--- src/rtl/div_if.sv ---
// Handshake and result bundle between the control unit and the multi-cycle divider.
interface div_if #(
  parameter int unsigned WIDTH = 32
);
  logic             start;
  logic [WIDTH-1:0] dividend;
  logic [WIDTH-1:0] divisor;
  logic             busy;
  logic             done;
  logic             div_zero;
  logic [WIDTH-1:0] hi_out;
  logic [WIDTH-1:0] lo_out;

  modport master (
    output start, dividend, divisor,
    input  busy, done, div_zero, hi_out, lo_out
  );

  modport slave (
    input  start, dividend, divisor,
    output busy, done, div_zero, hi_out, lo_out
  );
endinterface

--- src/rtl/div_unit.sv ---
// Signed restoring divider (MIPS div): one quotient bit per clock, sign fix in a final cycle.
// Optional DIV_ZERO_TRAP_EN: a zero divisor skips the iterations and leaves hi/lo untouched.
module div_unit #(
  parameter int unsigned WIDTH = 32
) (
  input  logic  clk,
  input  logic  reset,
  div_if.slave  bus
);

  localparam int unsigned CNT_W = $clog2(WIDTH + 1);

  typedef enum logic [1:0] {
    IDLE = 2'd0,
    RUN  = 2'd1,
    FIX  = 2'd2
  } state_e;

  state_e           state_q, state_d;
  logic [CNT_W-1:0] count_q, count_d;
  logic [WIDTH-1:0] rem_q, rem_d;
  logic [WIDTH-1:0] quo_q, quo_d;
  logic [WIDTH-1:0] dvsr_q, dvsr_d;
  logic             neg_quo_q, neg_quo_d;
  logic             neg_rem_q, neg_rem_d;
  logic             busy_q, busy_d;
  logic             done_q, done_d;
  logic             div_zero_q, div_zero_d;
  logic [WIDTH-1:0] hi_q, hi_d;
  logic [WIDTH-1:0] lo_q, lo_d;

  logic [WIDTH-1:0] dvd_mag;
  logic [WIDTH-1:0] dvs_mag;
  logic             dvs_zero;
  logic [WIDTH:0]   rem_sh;
  logic [WIDTH:0]   trial;

  // Operand magnitudes and one restoring step; trial MSB set means "does not fit".
  always_comb begin
    dvd_mag  = bus.dividend[WIDTH-1] ? WIDTH'(-bus.dividend) : bus.dividend;
    dvs_mag  = bus.divisor[WIDTH-1]  ? WIDTH'(-bus.divisor)  : bus.divisor;
    dvs_zero = (bus.divisor == '0);
    rem_sh   = {rem_q, quo_q[WIDTH-1]};
    trial    = rem_sh - {1'b0, dvsr_q};
  end

  always_comb begin
    state_d    = state_q;
    count_d    = count_q;
    rem_d      = rem_q;
    quo_d      = quo_q;
    dvsr_d     = dvsr_q;
    neg_quo_d  = neg_quo_q;
    neg_rem_d  = neg_rem_q;
    done_d     = 1'b0;
    div_zero_d = div_zero_q;
    hi_d       = hi_q;
    lo_d       = lo_q;

    case (state_q)
      IDLE: begin
        if (bus.start) begin
          dvsr_d     = dvs_mag;
          quo_d      = dvd_mag;
          rem_d      = '0;
          count_d    = '0;
          neg_quo_d  = bus.dividend[WIDTH-1] ^ bus.divisor[WIDTH-1];
          neg_rem_d  = bus.dividend[WIDTH-1];
          div_zero_d = dvs_zero;
`ifdef DIV_ZERO_TRAP_EN
          state_d    = dvs_zero ? FIX : RUN;
`else
          state_d    = RUN;
`endif
        end
      end

      RUN: begin
        rem_d   = trial[WIDTH] ? rem_sh[WIDTH-1:0] : trial[WIDTH-1:0];
        quo_d   = {quo_q[WIDTH-2:0], ~trial[WIDTH]};
        count_d = count_q + CNT_W'(1);
        if (count_q == CNT_W'(WIDTH - 1)) begin
          state_d = FIX;
        end
      end

      FIX: begin
        done_d  = 1'b1;
        state_d = IDLE;
`ifdef DIV_ZERO_TRAP_EN
        if (!div_zero_q) begin
          lo_d = neg_quo_q ? WIDTH'(-quo_q) : quo_q;
          hi_d = neg_rem_q ? WIDTH'(-rem_q) : rem_q;
        end
`else
        lo_d = neg_quo_q ? WIDTH'(-quo_q) : quo_q;
        hi_d = neg_rem_q ? WIDTH'(-rem_q) : rem_q;
`endif
      end

      default: state_d = IDLE;
    endcase

    busy_d = (state_d != IDLE);
  end

  always_ff @(posedge clk) begin
    if (reset) begin
      state_q    <= IDLE;
      count_q    <= '0;
      rem_q      <= '0;
      quo_q      <= '0;
      dvsr_q     <= '0;
      neg_quo_q  <= 1'b0;
      neg_rem_q  <= 1'b0;
      busy_q     <= 1'b0;
      done_q     <= 1'b0;
      div_zero_q <= 1'b0;
      hi_q       <= '0;
      lo_q       <= '0;
    end else begin
      state_q    <= state_d;
      count_q    <= count_d;
      rem_q      <= rem_d;
      quo_q      <= quo_d;
      dvsr_q     <= dvsr_d;
      neg_quo_q  <= neg_quo_d;
      neg_rem_q  <= neg_rem_d;
      busy_q     <= busy_d;
      done_q     <= done_d;
      div_zero_q <= div_zero_d;
      hi_q       <= hi_d;
      lo_q       <= lo_d;
    end
  end

  assign bus.busy     = busy_q;
  assign bus.done     = done_q;
  assign bus.div_zero = div_zero_q;
  assign bus.hi_out   = hi_q;
  assign bus.lo_out   = lo_q;

endmodule
--- src/flat_wrapper.sv ---
// flat-port wrapper written by rule: the top's interface ports become plain ports
module div_unit_flat 
#(
  parameter int unsigned WIDTH = 32
)
  (clk, reset, bus_start, bus_dividend, bus_divisor, bus_busy, bus_done, bus_div_zero, bus_hi_out, bus_lo_out);
  div_if #(.WIDTH(WIDTH)) bus_i ();
  input  logic clk;
  input  logic reset;
  input wire logic [$bits(bus_i.start)-1:0] bus_start;
  input wire logic [$bits(bus_i.dividend)-1:0] bus_dividend;
  input wire logic [$bits(bus_i.divisor)-1:0] bus_divisor;
  output wire logic [$bits(bus_i.busy)-1:0] bus_busy;
  output wire logic [$bits(bus_i.done)-1:0] bus_done;
  output wire logic [$bits(bus_i.div_zero)-1:0] bus_div_zero;
  output wire logic [$bits(bus_i.hi_out)-1:0] bus_hi_out;
  output wire logic [$bits(bus_i.lo_out)-1:0] bus_lo_out;
  assign bus_i.start = bus_start;
  assign bus_i.dividend = bus_dividend;
  assign bus_i.divisor = bus_divisor;
  assign bus_busy = bus_i.busy;
  assign bus_done = bus_i.done;
  assign bus_div_zero = bus_i.div_zero;
  assign bus_hi_out = bus_i.hi_out;
  assign bus_lo_out = bus_i.lo_out;
  div_unit #(.WIDTH(WIDTH)) u_core (.clk(clk), .reset(reset), .bus(bus_i));
endmodule
--- config.mk ---
export PLATFORM = sky130hd
export DESIGN_NAME = div_unit_flat
export DESIGN_NICKNAME = d
export VERILOG_FILES = /design/src/rtl/div_if.sv /design/src/rtl/div_unit.sv /design/src/flat_wrapper.sv
export SDC_FILE = /design/constraint.sdc
export NUM_CORES = 1
export LEC_CHECK = 0
export ABC_AREA = 1
export CAP_MARGIN = 10
export CORE_ASPECT_RATIO = 1.2
export CORE_MARGIN = 1
export CORE_UTILIZATION = 34
export CTS_BUF_LIST = sky130_fd_sc_hd__clkbuf_8
export CTS_CLUSTER_SIZE = 16
export DETAILED_ROUTE_END_ITERATION = 6
export SLEW_MARGIN = 10
export SYNTH_ARGS = -nofsm -noshare
export SYNTH_HDL_FRONTEND = slang
export SYNTH_SLANG_ARGS = --single-unit
--- constraint.sdc ---
create_clock -name clk -period 2.9 [get_ports clk]
set_input_delay 0.87 -clock clk [delete_from_list [all_inputs] [get_ports clk]]
set_output_delay 0.87 -clock clk [all_outputs]
set_load 0.005 [all_outputs]
Word level (Yosys, flattened, before mapping) --
Index checks and enable logic that the tools add are counted.
Operators by class: $add $sub $neg 6, equal/unequal tests 4, multiplexer cells 15, bitwise gates (word level) 2, reduce and logical (&&, ||, !) cells 6
Operators with widths (number):
- two-way mux 32 bit | 7
- negation 32 bit | 4
- case mux 32 bit (2 select lines) | 2
- subtractor 33 x 32 -> 33 bit | 1
- logical NOT 32 bit | 1
- case mux 6 bit (2 select lines) | 1
- adder 6 x 1 -> 6 bit, second input constant | 1
- == test 6 x 5 -> 1 bit, second input constant | 1
- two-way mux 6 bit | 1
- two-way mux 2 bit | 2
- case mux 2 bit (2 select lines) | 1
- AND reduction 2 bit | 2
- nonzero test 2 bit | 2
- == test 2 x 1 -> 1 bit, second input constant | 1
- == test 2 bit, second input constant | 1
- logical NOT 2 bit | 1
- inequality test 2 bit, second input constant | 1
- two-way mux 1 bit | 1
- inverter 1 bit | 1
- XOR 1 bit | 1
Storage, ports and cells: bits in registers 173, input bits 67, output and inout bits 67, logic and storage cells 45

Depth between registers and ports, before layout --
Gate-level depths: netlist (run 1).
depth in word-level cells 4, mapped depth 18, depth with buffers taken out 17

Least setup slack after synthesis (run 1) --
Ideal clock, no wire load.
kind reg2reg, from reg u_core.quo_q[31], to reg u_core.rem_q[14], setup time 0.143 ns, arrival 2.110 ns, data required time 2.757 ns, path slack 0.647 ns, stages on the path, launching flop included 19, buffers on the path 1, clock period less this slack 2.253 ns, cell sequence dfxtp_1 inv_1 ha_1 fa_1 inv_1 nand2_1 nand2_1 nand3_1 nand2_2 nand2_1 nand2_2 nand2_4 nand2_4 nand2_8 nand2_8 buf_6 nand2_2 nand3_2 a21oi_2
On the way: word-level cells in the longest chain between the ends 3
Ends and longest elaborated chain:
- start, declared | RTL line div_unit.sv:22 | logic [WIDTH-1:0] quo_q, quo_d;
- start signal, assigned | RTL line div_unit.sv:125 | quo_q <= quo_d;
- subtractor 33 x 32 -> 33 bit | RTL line div_unit.sv:44 | trial = rem_sh - {1'b0, dvsr_q};
- two-way mux 32 bit | RTL line div_unit.sv:79 | rem_d = trial[WIDTH] ? rem_sh[WIDTH-1:0] : trial[WIDTH-1:0];
- case mux 32 bit (2 select lines) | RTL line div_unit.sv:60 | case (state_q)
- end signal, assigned | RTL line div_unit.sv:124 | rem_q <= rem_d;
- end, declared | RTL line div_unit.sv:21 | logic [WIDTH-1:0] rem_q, rem_d;
Every way passes these cells. A chain may end at the register's enable or synchronous reset.

Worst setup path in the final report (run 1) --
from reg u_core.quo_q[31], to reg u_core.rem_q[0]
On the way: word-level cells in the longest chain between the ends 3
Ends and longest elaborated chain (RTL line):
- subtractor 33 x 32 -> 33 bit | div_unit.sv:44
- two-way mux 32 bit (*) | div_unit.sv:79
- case mux 32 bit (2 select lines) (*) | div_unit.sv:60
Mark *: on every way between the ends. The rest lies on a longest branch, timed or not.

==> run_results.csv, run 1 <==
group,metric,value,unit
synthesis,syn_area,12600,um^2
synthesis,syn_area_per_cell,6.19,um^2
routing,drt-initial-drc-count,932,
critical_path,crit_fanout,27,
critical_path,crit_type,"reg2reg",
critical_path,crit_path_end_kind,"flip-flop",
synthesis,synth_top_area_share,27.4,%
timing,rsz0062_at_grt,"no",
pwr,power,14600,uW
floorplanning,pin_count,134,
pwr,p_leak,0.00703,uW
pwr,peakVddDrop,0.648,mV
synthesis,ys_ff_latch,173,
timing,hold_violations,0,
timing,fin_crit_sh,93.2,%
critical_path,worstPathRequired,3.29,ns
place,pre_cts_ws,-0.0402,ns
synthesis,yosys-top-cells-area,"dfxtp_1 27%, nand2_1 15%, inv_1 9.1%, nor2_1 6.4%, a21oi_1 5.7%",
floorplanning,num_rows,77,
clock_network,insertion_delay,0.51,ns
synthesis,yosysWarnings,0,
clock_network,numCtsBuffers,17,
routing,ant_nets,0,
synthesis,synth_flop_cell,"dfxtp_1",
place,io_buffers,133,
timing,worst_slack,0.196,ns
timing,slew_violations,0,
finish,stdcell_area,15000,um^2
critical_path,startpoint_type,"flip-flop",
synthesis,synth_cell_types,52,
timing,fin_skew,0.0138,ns
place,dp_hpwl,31.9,mm
clock_network,ctsResizeCount,0,
floorplanning,core-area,36700,um^2
synthesis,yosys.area.top_type,"dfxtp_1",
hold_path,holdCritPathClass,"reg2reg",
clock_network,cts_tree,"done",
synthesis,synthArstFlopShare,0,%
routing,viasPerCell,4.97,
critical_path,worstPathArrival,3.09,ns
timing,slew_headroom,36.2,%
timing,setup_viol,0,
floorplanning,fp.dieW,178,um
routing,postRouteWirelength,40.5,mm
timing,max_freq,370,MHz
clock_network,path_clk_slew,0.11,ns
grt,grt_max_degree,111,
clock_network,cts_hold_buf,0,
floorplanning,design.die.area,38000,um^2
pwr,p_per_area,973,nW/um^2
synthesis,yosysSeqAreaShare,27.4,%
floorplanning,start_util,34.4,%
routing,vias,13200,
routing,drtPass1Iterations,5,
clock_network,ctsHtreeMaxLevel,4,
clock_network,post_cts_buffers,0,
timing,tightest_slew,0.957,ns
grt,grt_pass1_wl,64.5,mm
synthesis,syn_inst,2043,
finish,syn_to_final_growth,19.0,%
place,finalWeightedCongestion,0.900,
critical_path,rrSetupSlack,0.20,ns
grt,antenna_found_initial,1,
finish,fin_util,41.0,%
grt,overflow,0,
timing,finalCriticalPeriod,2.70,ns
grt,track_usage,21.7,%
status,status,"completed",
clock_network,clockRootBuffer,"clkbuf_8",
job,maxCapViolations,0,
synthesis,synth_edf_count,0,
clock_network,clk_path_buf_depth,2,
clock_network,clock_sinks,173,
grt,grt_pass1_vias,12200,
routing,post-route-drc-count,0,
place,postPlaceCellArea,14600,um^2
synthesis,synth_nets,2148,
finish,drive_above_1_share,8.42,%
floorplanning,chipHeight,213,um
routing,wl_per_cell,15.3,um
finish,final_nets,2266,
[layer usage]
metal,track usage (%),routed length [um],part of all wire (%),up-vias
li1,-,-,-,6806
met1,30.0,19500,48,5981
met2,34.7,18300,45,329
met3,2.42,1670,4.1,52
met4,7.60,994,2.5,0
met5,0,0,0,-
[power breakdown]
part	leakage (uW)	switching [uW]	internal, uW	total, uW
Sequential	0.00141	383	2620	3000
Combinational	0.00542	6550	3280	9830
Clock	0.000200	1110	692	1800
[cells in the mapped netlist, types with 2 or more instances]
cell type,instances
nand3b_1,12
o221ai_1,5
a211oi_1,2
clkbuf_1,55
nand2_4,2
dfxtp_1,173
nand2_8,2
xor2_1,58
o21ai_0,125
nor4_1,10
nor2_2,6
buf_6,4
nand3_2,22
o31ai_1,2
inv_2,11
o21bai_1,4
a21oi_2,21
o21a_1,3
o211ai_1,16
nand2_2,28
clkinv_1,4
a31oi_1,22
nor2_1,214
nor3_1,30
ha_1,37
a21oi_1,143
a221oi_1,2
nand3_1,134
inv_1,307
a21o_1,3
nand4_1,16
nand2_1,493
buf_2,9
buf_1,7
or2_2,6
o22ai_1,3
nor3_2,2
xnor2_1,19
a22oi_1,15
o21ai_1,4
[sequential cells by signal, summed over array words and instances (netlist names)]
name and flops:
u_core.bus.div_zero 1, u_core.bus.done 1, u_core.state_q 2, u_core.bus.busy 1, u_core.count_q 6, u_core.bus.lo_out 32, u_core.rem_q 32, u_core.dvsr_q 32
u_core.neg_rem_q 1, u_core.neg_quo_q 1, u_core.quo_q 32, u_core.bus.hi_out 32
[area by class of cell]
class	instances	area, um^2
antenna	2	5.00
clock buffer	19	262
clock inverter	13	144
fill	3950	21700
inverter	322	1210
multi-input combinational	1473	7670
sequential	173	3460
tap	474	593
timing repair buffer	174	1700
[logic make-up after synthesis]
group	share of synthesized area, %
simple gates	34.2
buf+inv	12.1
compound gates	17.1
flops	27.4
xor+xnor	5.33
fa+ha+maj	3.82
[worst paths after layout]
path | startpoint | to | cells past startpoint
worst max-delay path | u_core.quo_q[31] | u_core.rem_q[0] | 17
worst min-delay path | u_core.count_q[5] | u_core.count_q[5] | 1
worst max register to register | u_core.quo_q[31] | u_core.rem_q[0] | 17
worst min register to register | u_core.count_q[5] | u_core.count_q[5] | 1
[critical path: stages (launching register included)]
cell and delay (ns):
dfxtp_1 0.36, inv_1 0.09, ha_1 0.26, fa_1 0.43, inv_1 0.11, nand2_1 0.05, nand2_1 0.10, nand3_1 0.10
nand2_2 0.11, nand2_1 0.07, nand2_2 0.10, nand2_4 0.08, nand2_4 0.10, nand2_8 0.11, nand2_8 0.23, nand2_1 0.09
nand3_1 0.11, a21oi_1 0.07
[stage by stage]
step | hold WS, ns | setup TNS, ns | instances
after detailed placement | 0.459 | -0.0538 | 2616
after global placement | 0.457 | 0 | 2616
after floorplan | 0.437 | 0 | 2043
after CTS | 0.479 | 0 | 2648
after global routing | 0.495 | 0 | 2649
final | 0.476 | 0 | 2650
[placed cells by master, fill, tap and decap left out, types with 15 or more instances in the layout]
cell,Yosys,routed
a21oi_2,21,21
nand3_1,134,134
clkbuf_8,0,19
xnor2_1,19,19
nand4_1,16,16
dfxtp_1,173,173
nor3_1,30,30
nand3_2,22,22
nand2_1,493,493
o211ai_1,16,16
nand2_2,28,28
xor2_1,58,58
nor2_1,214,211
o21ai_0,125,125
inv_1,307,306
ha_1,37,37
buf_4,0,37
a31oi_1,22,22
clkdlybuf4s50_1,0,132
a22oi_1,15,15
a21oi_1,143,143
Power figures use the tool's default switching activity.
==> run 2, diff against run 1 <==
- CORE_ASPECT_RATIO: 1.2 -> not set
==> run 2 against run 1 <==
First-iteration DRC count shrank 2.5%. Routed wire length rose by 1.9%. Total power up 3.5%. Worst setup slack better by 0.068 ns. Maximum frequency rose by 2.6%. Critical path depth unchanged. Final area rose by 0.43%. Highest routed layer unchanged.
==> run_results.csv, run 2 (synthesis results as in run 1) <==
group,metric,value,unit
clock_network,ctsHtreeMaxLevel,4,
critical_path,crit_top_cell,"nand2_1",
pwr,p_per_area,1000,nW/um^2
timing,fin_skew,0.0208,ns
clock_network,ctsResizeCount,0,
finish,fin_util,41.3,%
floorplanning,pin_count,134,
floorplanning,design.die.area,38000,um^2
hold_path,holdCritPathClass,"reg2reg",
grt,grt_max_degree,111,
place,dp_hpwl,32.3,mm
timing,max_freq,379,MHz
clock_network,cts_tree,"done",
timing,hold_violations,0,
timing,finalCriticalPeriod,2.64,ns
clock_network,clk_path_buf_depth,2,
timing,setup_viol,0,
pwr,p_leak,0.00707,uW
routing,postRouteWirelength,41.3,mm
clock_network,path_clk_slew,0.10,ns
critical_path,worstPathArrival,3.07,ns
critical_path,crit_path_end_kind,"flip-flop",
pwr,power,15200,uW
timing,worst_slack,0.265,ns
pwr,peakVddDrop,0.707,mV
finish,diodes,0,
finish,final_common_cell,"nand2_1",
status,status,"completed",
finish,stdcell_area,15100,um^2
critical_path,startpoint_type,"flip-flop",
job,maxCapViolations,0,
timing,rsz0062_at_grt,"no",
timing,slew_violations,0,
place,finalWeightedCongestion,0.899,
routing,post-route-drc-count,0,
finish,nFillCells,3927,
grt,track_usage,21.9,%
floorplanning,num_rows,70,
critical_path,crit_type,"reg2reg",
critical_path,cpPeakStageDelay,0.40,ns
grt,overflow,0,
timing,fin_crit_sh,90.9,%
finish,syn_to_final_growth,19.5,%
routing,ant_nets,0,
grt,grt_pass1_vias,12200,
critical_path,slowest_stage,"fa_1",
timing,slew_headroom,32.5,%
finish,final_cell_mix,"493 x nand2_1, 306 x inv_1, 211 x nor2_1",
clock_network,numCtsBuffers,17,
routing,drt-initial-drc-count,909,
clock_network,insertion_delay,0.51,ns
grt,antenna_found_initial,0,
clock_network,post_cts_buffers,0,
floorplanning,fp.dieW,195,um
critical_path,crit_fanout,24,
finish,final_nets,2268,
finish,drive_above_1_share,8.50,%
routing,wl_per_cell,15.6,um
finish,multi_input_area,7670,um^2
routing,vias,13200,
place,postPlaceCellArea,14600,um^2
grt,grt_pass1_wl,66.4,mm
place,pre_cts_ws,-0.0890,ns
floorplanning,chipHeight,195,um
clock_network,clock_sinks,173,
timing,tightest_slew,1.01,ns
place,io_buffers,133,
routing,drtPass1Iterations,5,
floorplanning,core-area,36600,um^2
clock_network,cts_hold_buf,0,
floorplanning,start_util,34.5,%
critical_path,worstPathRequired,3.33,ns
clock_network,clockRootBuffer,"clkbuf_8",
finish,ff_latch_area,3460,um^2
routing,viasPerCell,4.99,
critical_path,crit_chain,"inv_1 -> ha_1 -> fa_1 -> inv_1 -> nand2_1 -> nand2_1 -> nand3_1 -> nand2_2 -> nand2_1 -> nand2_2 -> nand2_4 -> nand2_4 -> nand2_8 -> buf_4 -> nand3_1 -> nand3_2 -> a21oi_2",
-- run 2: cell types whose count changed in the layout (fill, tap and decap cells not counted), moves of 3 or more --
cell,change
clkinv_4,+5
bufinv_16,+5
clkinv_8,-3
buf_4,+3
inv_6,-3
-- run 2: cell type report --
type	instances	area share, %
inverter	322	8.00
clock inverter	14	1.54
timing repair buffer	176	11.3
clock buffer	18	1.64
multi-input combinational	1473	50.8
sequential	173	22.9
tap	468	3.88
-- run 2: metrics by stage --
| step | TNS, ns | hold slack, ns | std cells |
|---|---|---|---|
| finish | 0 | 0.488 | 2644 |
| global route | 0 | 0.514 | 2644 |
| CTS | 0 | 0.487 | 2644 |
| detailed placement | -0.270 | 0.468 | 2612 |
| global placement | -0.138 | 0.450 | 2612 |
| floorplan | 0 | 0.437 | 2043 |
-- run 2: worst paths after layout --
path                          start           endpoint  slack [ns]  cells after the start
setup / recovery   u_core.quo_q[31]   u_core.rem_q[25]        0.26                     17
hold / removal    u_core.dvsr_q[31]  u_core.dvsr_q[31]        0.49                      2
setup reg to reg   u_core.quo_q[31]   u_core.rem_q[25]        0.26                     17
hold reg to reg   u_core.dvsr_q[31]  u_core.dvsr_q[31]        0.49                      2
-- run 2: worst max-delay path, delay by kind of cell (launching register included) --
| family | cells | cell delay, ns |
|---|---|---|
| fa+ha+maj | 2 | 0.64 |
| compound gates | 1 | 0.12 |
| flops | 1 | 0.35 |
| simple gates | 11 | 0.99 |
| buf+inv | 3 | 0.45 |
-- run 2: layer usage --
metal / up-vias / global-route usage (%) / wire length, um
li1: 6809 / - / -
met1: 6015 / 31.6 / 20700
met4: 0 / 4.17 / 395
met5: - / 0 / 0
met2: 338 / 34.7 / 18200
met3: 27 / 2.98 / 2030
-- run 2: power breakdown --
| group | internal (uW) | switching, uW | leakage, uW |
|---|---|---|---|
| sequential | 2620 | 369 | 0.00141 |
| clock | 1070 | 997 | 0.000237 |
| combinational | 3320 | 6780 | 0.00543 |
==> edit 1: new RTL, flow settings as in run 1 <==
Add a define of `DIV_ZERO_TRAP_EN`.
--- a/src/rtl/div_unit.sv
+++ b/src/rtl/div_unit.sv
@@ -1,5 +1,7 @@
 // Signed restoring divider (MIPS div): one quotient bit per clock, sign fix in a final cycle.
 // Optional DIV_ZERO_TRAP_EN: a zero divisor skips the iterations and leaves hi/lo untouched.
+`define DIV_ZERO_TRAP_EN
+
 module div_unit #(
   parameter int unsigned WIDTH = 32
 ) (
Check against the original RTL: not equivalent (Yosys sat finds a counterexample within 4 cycles, from zero or initial values and one cycle with reset high).
==> edit 1 against run 1 <==
- synthesized area up 0.94%
- final area up 0.47%
- routed wire length up 1.7%
- clock power down 7%
- largest power group unchanged
- critical endpoint is now u_core.rem_q[11]$_SDFFE_PP0P_
- clock skew up 0.0028 ns
- power up 17%
- count of clock-buffer cells in the layout unchanged
- sequential cell count unchanged
- worst setup slack better by 0.11 ns
- via count down 0.95%
- largest cell class unchanged
==> edit 1: results <==
finish:
  fillCellCount: 3946
  fin_nets: 2244
  drive_gt1_frac: 0.0906
setup_path:
  critical_path_arrival_ns: 2.92
  r2r_slack_ns: 0.31
  reg2reg_depth: 14
  r2r_start: "u_core.rem_q[18]$_SDFFE_PP0P_"
  cp_max_fo: 24
routing:
  met1_length_um: 18000
  drt_iter0_drc: 883
  routed-wl-met2_um: 20100
  viasPerCell: 4.97
  drtPass1Iterations: 6
  wl_met3_um: 1350
place:
  place_congestion: 0.918
  hpwl_um: 32900
  dpl.cell_count: 2594
  dpl_cell_area_um2: 14700
pwr:
  vdd_drop_max_mv: 0.711
  p_leak_uw: 0.00717
yosys:
  synth-seq-area-share: 0.271
  synthesis.nets: 2127
  synth_area_leaders: "dfxtp_1 27%, nand2_1 15%, inv_1 8.8%"
  yosysUniqueCellTypes: 47
  ys_top_cells_by_count: "506 x nand2_1, 298 x inv_1, 173 x dfxtp_1"
timing:
  skew_ns: 0.0167
  slew_headroom: 0.575
global_route:
  met2_usage: 0.373
  met3_usage: 0.0294
  grt_pass1_vias: 12400
  grtUsageTotal: 0.218
  grt_pass1_wl_um: 65400
  gr-usage-met1: 0.268
  grt_antenna_before_repair: 0
clock_tree:
  clock_latency_ns: 0.47
  cts_root_buf: "clkbuf_8"
status:
  status: "complete, no violations"
## edit 1: logic make-up (layout without fill, tap and decap cells)
| logic type | Yosys count | after routing | share of synthesized area |
|---|---|---|---|
| flip-flops | 173 | 173 | 0.271 |
| AO/OA/AOI/OAI | 388 | 388 | 0.180 |
| XOR/XNOR | 72 | 72 | 0.0494 |
| adder cells (fa/ha/maj) | 38 | 38 | 0.0378 |
| AND/OR/NAND/NOR | 959 | 959 | 0.342 |
| buffers and inverters | 392 | 522 | 0.120 |
## edit 1: power breakdown
group,switching (uW),total (uW),internal [uW]
logic,8240,12300,4040
registers,470,3140,2660
clock network,999,1680,680
## edit 1: final cells by class
type | instances | area, um2 | area share
flip-flops and latches | 173 | 3460 | 0.229
multi-input cells | 1457 | 7790 | 0.515
clock inverters | 13 | 124 | 0.00820
clock buffers | 19 | 262 | 0.0173
well taps | 474 | 593 | 0.0392
inverters | 315 | 1180 | 0.0782
repair buffers | 175 | 1700 | 0.113
## edit 1: metrics by stage
step,worst slack [ns],hold WS (ns)
6_report,0.311,0.474
5_1_grt,0.141,0.505
4_1_cts,0.306,0.482
3_5_place_dp,-0.000514,0.464
3_3_place_gp,0.000216,0.454
2_1_floorplan,0.640,0.423
## edit 1: critical path: stages, from the launching register on
cell     delay, ns
dfxtp_1       0.53
ha_1          0.37
nand2_2       0.15
inv_2         0.03
nand2_1       0.06
nand2_1       0.08
nand2_1       0.07
nand2_1       0.10
a21oi_4       0.24
nand2_4       0.11
nand2_8       0.08
buf_4         0.27
nand3_1       0.19
nand3_2       0.11
a21oi_2       0.05
==> edit 2: new RTL, config.mk and constraints of run 1 <==
Made on the original files. Take the reset off `lo_q` and load it in a clocked block of its own.
--- a/src/rtl/div_unit.sv
+++ b/src/rtl/div_unit.sv
@@ -117,7 +117,6 @@
       done_q     <= 1'b0;
       div_zero_q <= 1'b0;
       hi_q       <= '0;
-      lo_q       <= '0;
     end else begin
       state_q    <= state_d;
       count_q    <= count_d;
@@ -130,8 +129,11 @@
       done_q     <= done_d;
       div_zero_q <= div_zero_d;
       hi_q       <= hi_d;
-      lo_q       <= lo_d;
     end
+  end
+
+  always_ff @(posedge clk) begin
+    lo_q <= lo_d;
   end
 
   assign bus.busy     = busy_q;
Formal check against the unedited RTL: same outputs for any inputs over 10 cycles, from zero or initial values and one cycle with reset high; that may be too few to reach the edited logic, so the function may still have changed.
==> edit 2 against run 1 <==
- via count is 4.5% lower
- non-clock buffer count is 2 lower
- die area is 0.74% lower
- critical path type unchanged
- sequential cell count stayed put
- combinational power is 3.1% lower
- largest power group unchanged
- critical path depth stayed put
- worst setup slack better by 0.035 ns
- critical endpoint is now u_core.rem_q[29]$_SDFFE_PP0P_
- final area is 0.18% lower
- worst hold slack better by 0.0049 ns
- power is 1.6% lower
- synthesized area is 0.75% lower
- first-iteration DRC count is 13% lower
- routed wire length is 2.6% lower
==> edit 2: results <==
yosys:
  synth_fa_ha_area_frac: 0.0385
  synth-seq-area-share: 0.302
  synthXorXnorAreaFrac: 0.0628
  synth_compound_area_frac: 0.145
  synth_cells: 1934
  yosysUniqueCellTypes: 51
  ys_top_cells_by_count: "499 x nand2_1, 295 x inv_1, 166 x nor2_1"
  synth_area_leaders: "dfxtp_1 22%, nand2_1 15%, inv_1 8.8%"
  synth_edf_count: 32
  synth-main-ff-cell: "dfxtp_1"
  synthesis.nets: 2039
global_route:
  grt_pass1_wl_um: 62500
  grt_max_degree: 92
  grt_pass1_vias: 12100
  grt_antenna_before_repair: 0
  grtUsageTotal: 0.212
setup_path:
  critical_path_arrival_ns: 3.02
  r2r_start: "u_core.quo_q[31]$_SDFFE_PP0P_"
  r2r_slack_ns: 0.23
  critical-path-max-stage-delay_ns: 0.46
  slowest_stage: "dfxtp_1"
  cp_max_fo: 28
  crit_end: "u_core.rem_q[29]$_SDFFE_PP0P_"
place:
  place_congestion: 0.943
  dpl.cell_count: 2510
  hpwl_um: 31300
  post-place-ws_ns: -0.105
  dpl_cell_area_um2: 14600
pwr:
  p_leak_uw: 0.00688
  p_seq_uw: 3070
  fin_total_pwr_uw: 14400
  vdd_drop_max_mv: 0.849
  clkPwrFrac: 0.125
  intPower_uw: 6640
clock_tree:
  cts_root_buf: "clkbuf_8"
  clock_latency_ns: 0.49
routing:
  drt_iter0_drc: 811
  viasPerCell: 4.95
  post_drt_wl_per_cell_um: 15.5
  drt_wl_total_um: 39400
timing:
  worst_slew_pin_slew_ns: 0.557
  postLayoutSetupSlackWorst_ns: 0.231
  skew_ns: 0.0213
finish:
  fillCellCount: 3850
  insertedDiodeCount: 0
  fin_nets: 2166
  drive_gt1_frac: 0.0906
status:
  status: "complete, no violations"
==> edit 2: final cells by class <==
class	count	area, um2	share of cell area
repair buffers	172	1720	0.115
clock buffers	17	234	0.0156
flip-flops and latches	173	3780	0.252
clock inverters	15	179	0.0119
multi-input cells	1388	7350	0.490
well taps	468	586	0.0390
inverters	309	1160	0.0772
==> edit 2: metal layers <==
metal  up-vias  part of all wire  GRT usage
met5         -                 0          0
met4         0             0.053      0.117
met3        82             0.038     0.0204
met2       339              0.48      0.374
met1      5679              0.43      0.252
li1       6471                 -          -
==> edit 2: worst min-delay path by stage <==
stage | start | to | slack (ns) | depth (start not counted)
2_1_floorplan | u_core.count_q[5]$_SDFFE_PP0P_ | u_core.count_q[5]$_SDFFE_PP0P_ | 0.44 | 1
3_3_place_gp | u_core.count_q[5]$_SDFFE_PP0P_ | u_core.count_q[5]$_SDFFE_PP0P_ | 0.45 | 1
3_5_place_dp | u_core.dvsr_q[31]$_SDFFE_PP0P_ | u_core.dvsr_q[31]$_SDFFE_PP0P_ | 0.47 | 2
4_1_cts | u_core.dvsr_q[31]$_SDFFE_PP0P_ | u_core.dvsr_q[31]$_SDFFE_PP0P_ | 0.48 | 2
5_1_grt | u_core.dvsr_q[31]$_SDFFE_PP0P_ | u_core.dvsr_q[31]$_SDFFE_PP0P_ | 0.50 | 2
6_report | u_core.dvsr_q[31]$_SDFFE_PP0P_ | u_core.dvsr_q[31]$_SDFFE_PP0P_ | 0.48 | 2
==> edit 2: worst reg2reg max path, delay by kind of cell (launching register included) <==
family / cells / cell delay [ns]
AO/OA/AOI/OAI: 1 / 0.06
buffers and inverters: 2 / 0.22
AND/OR/NAND/NOR: 12 / 1.17
flip-flops: 1 / 0.46
adder cells (fa/ha/maj): 2 / 0.65
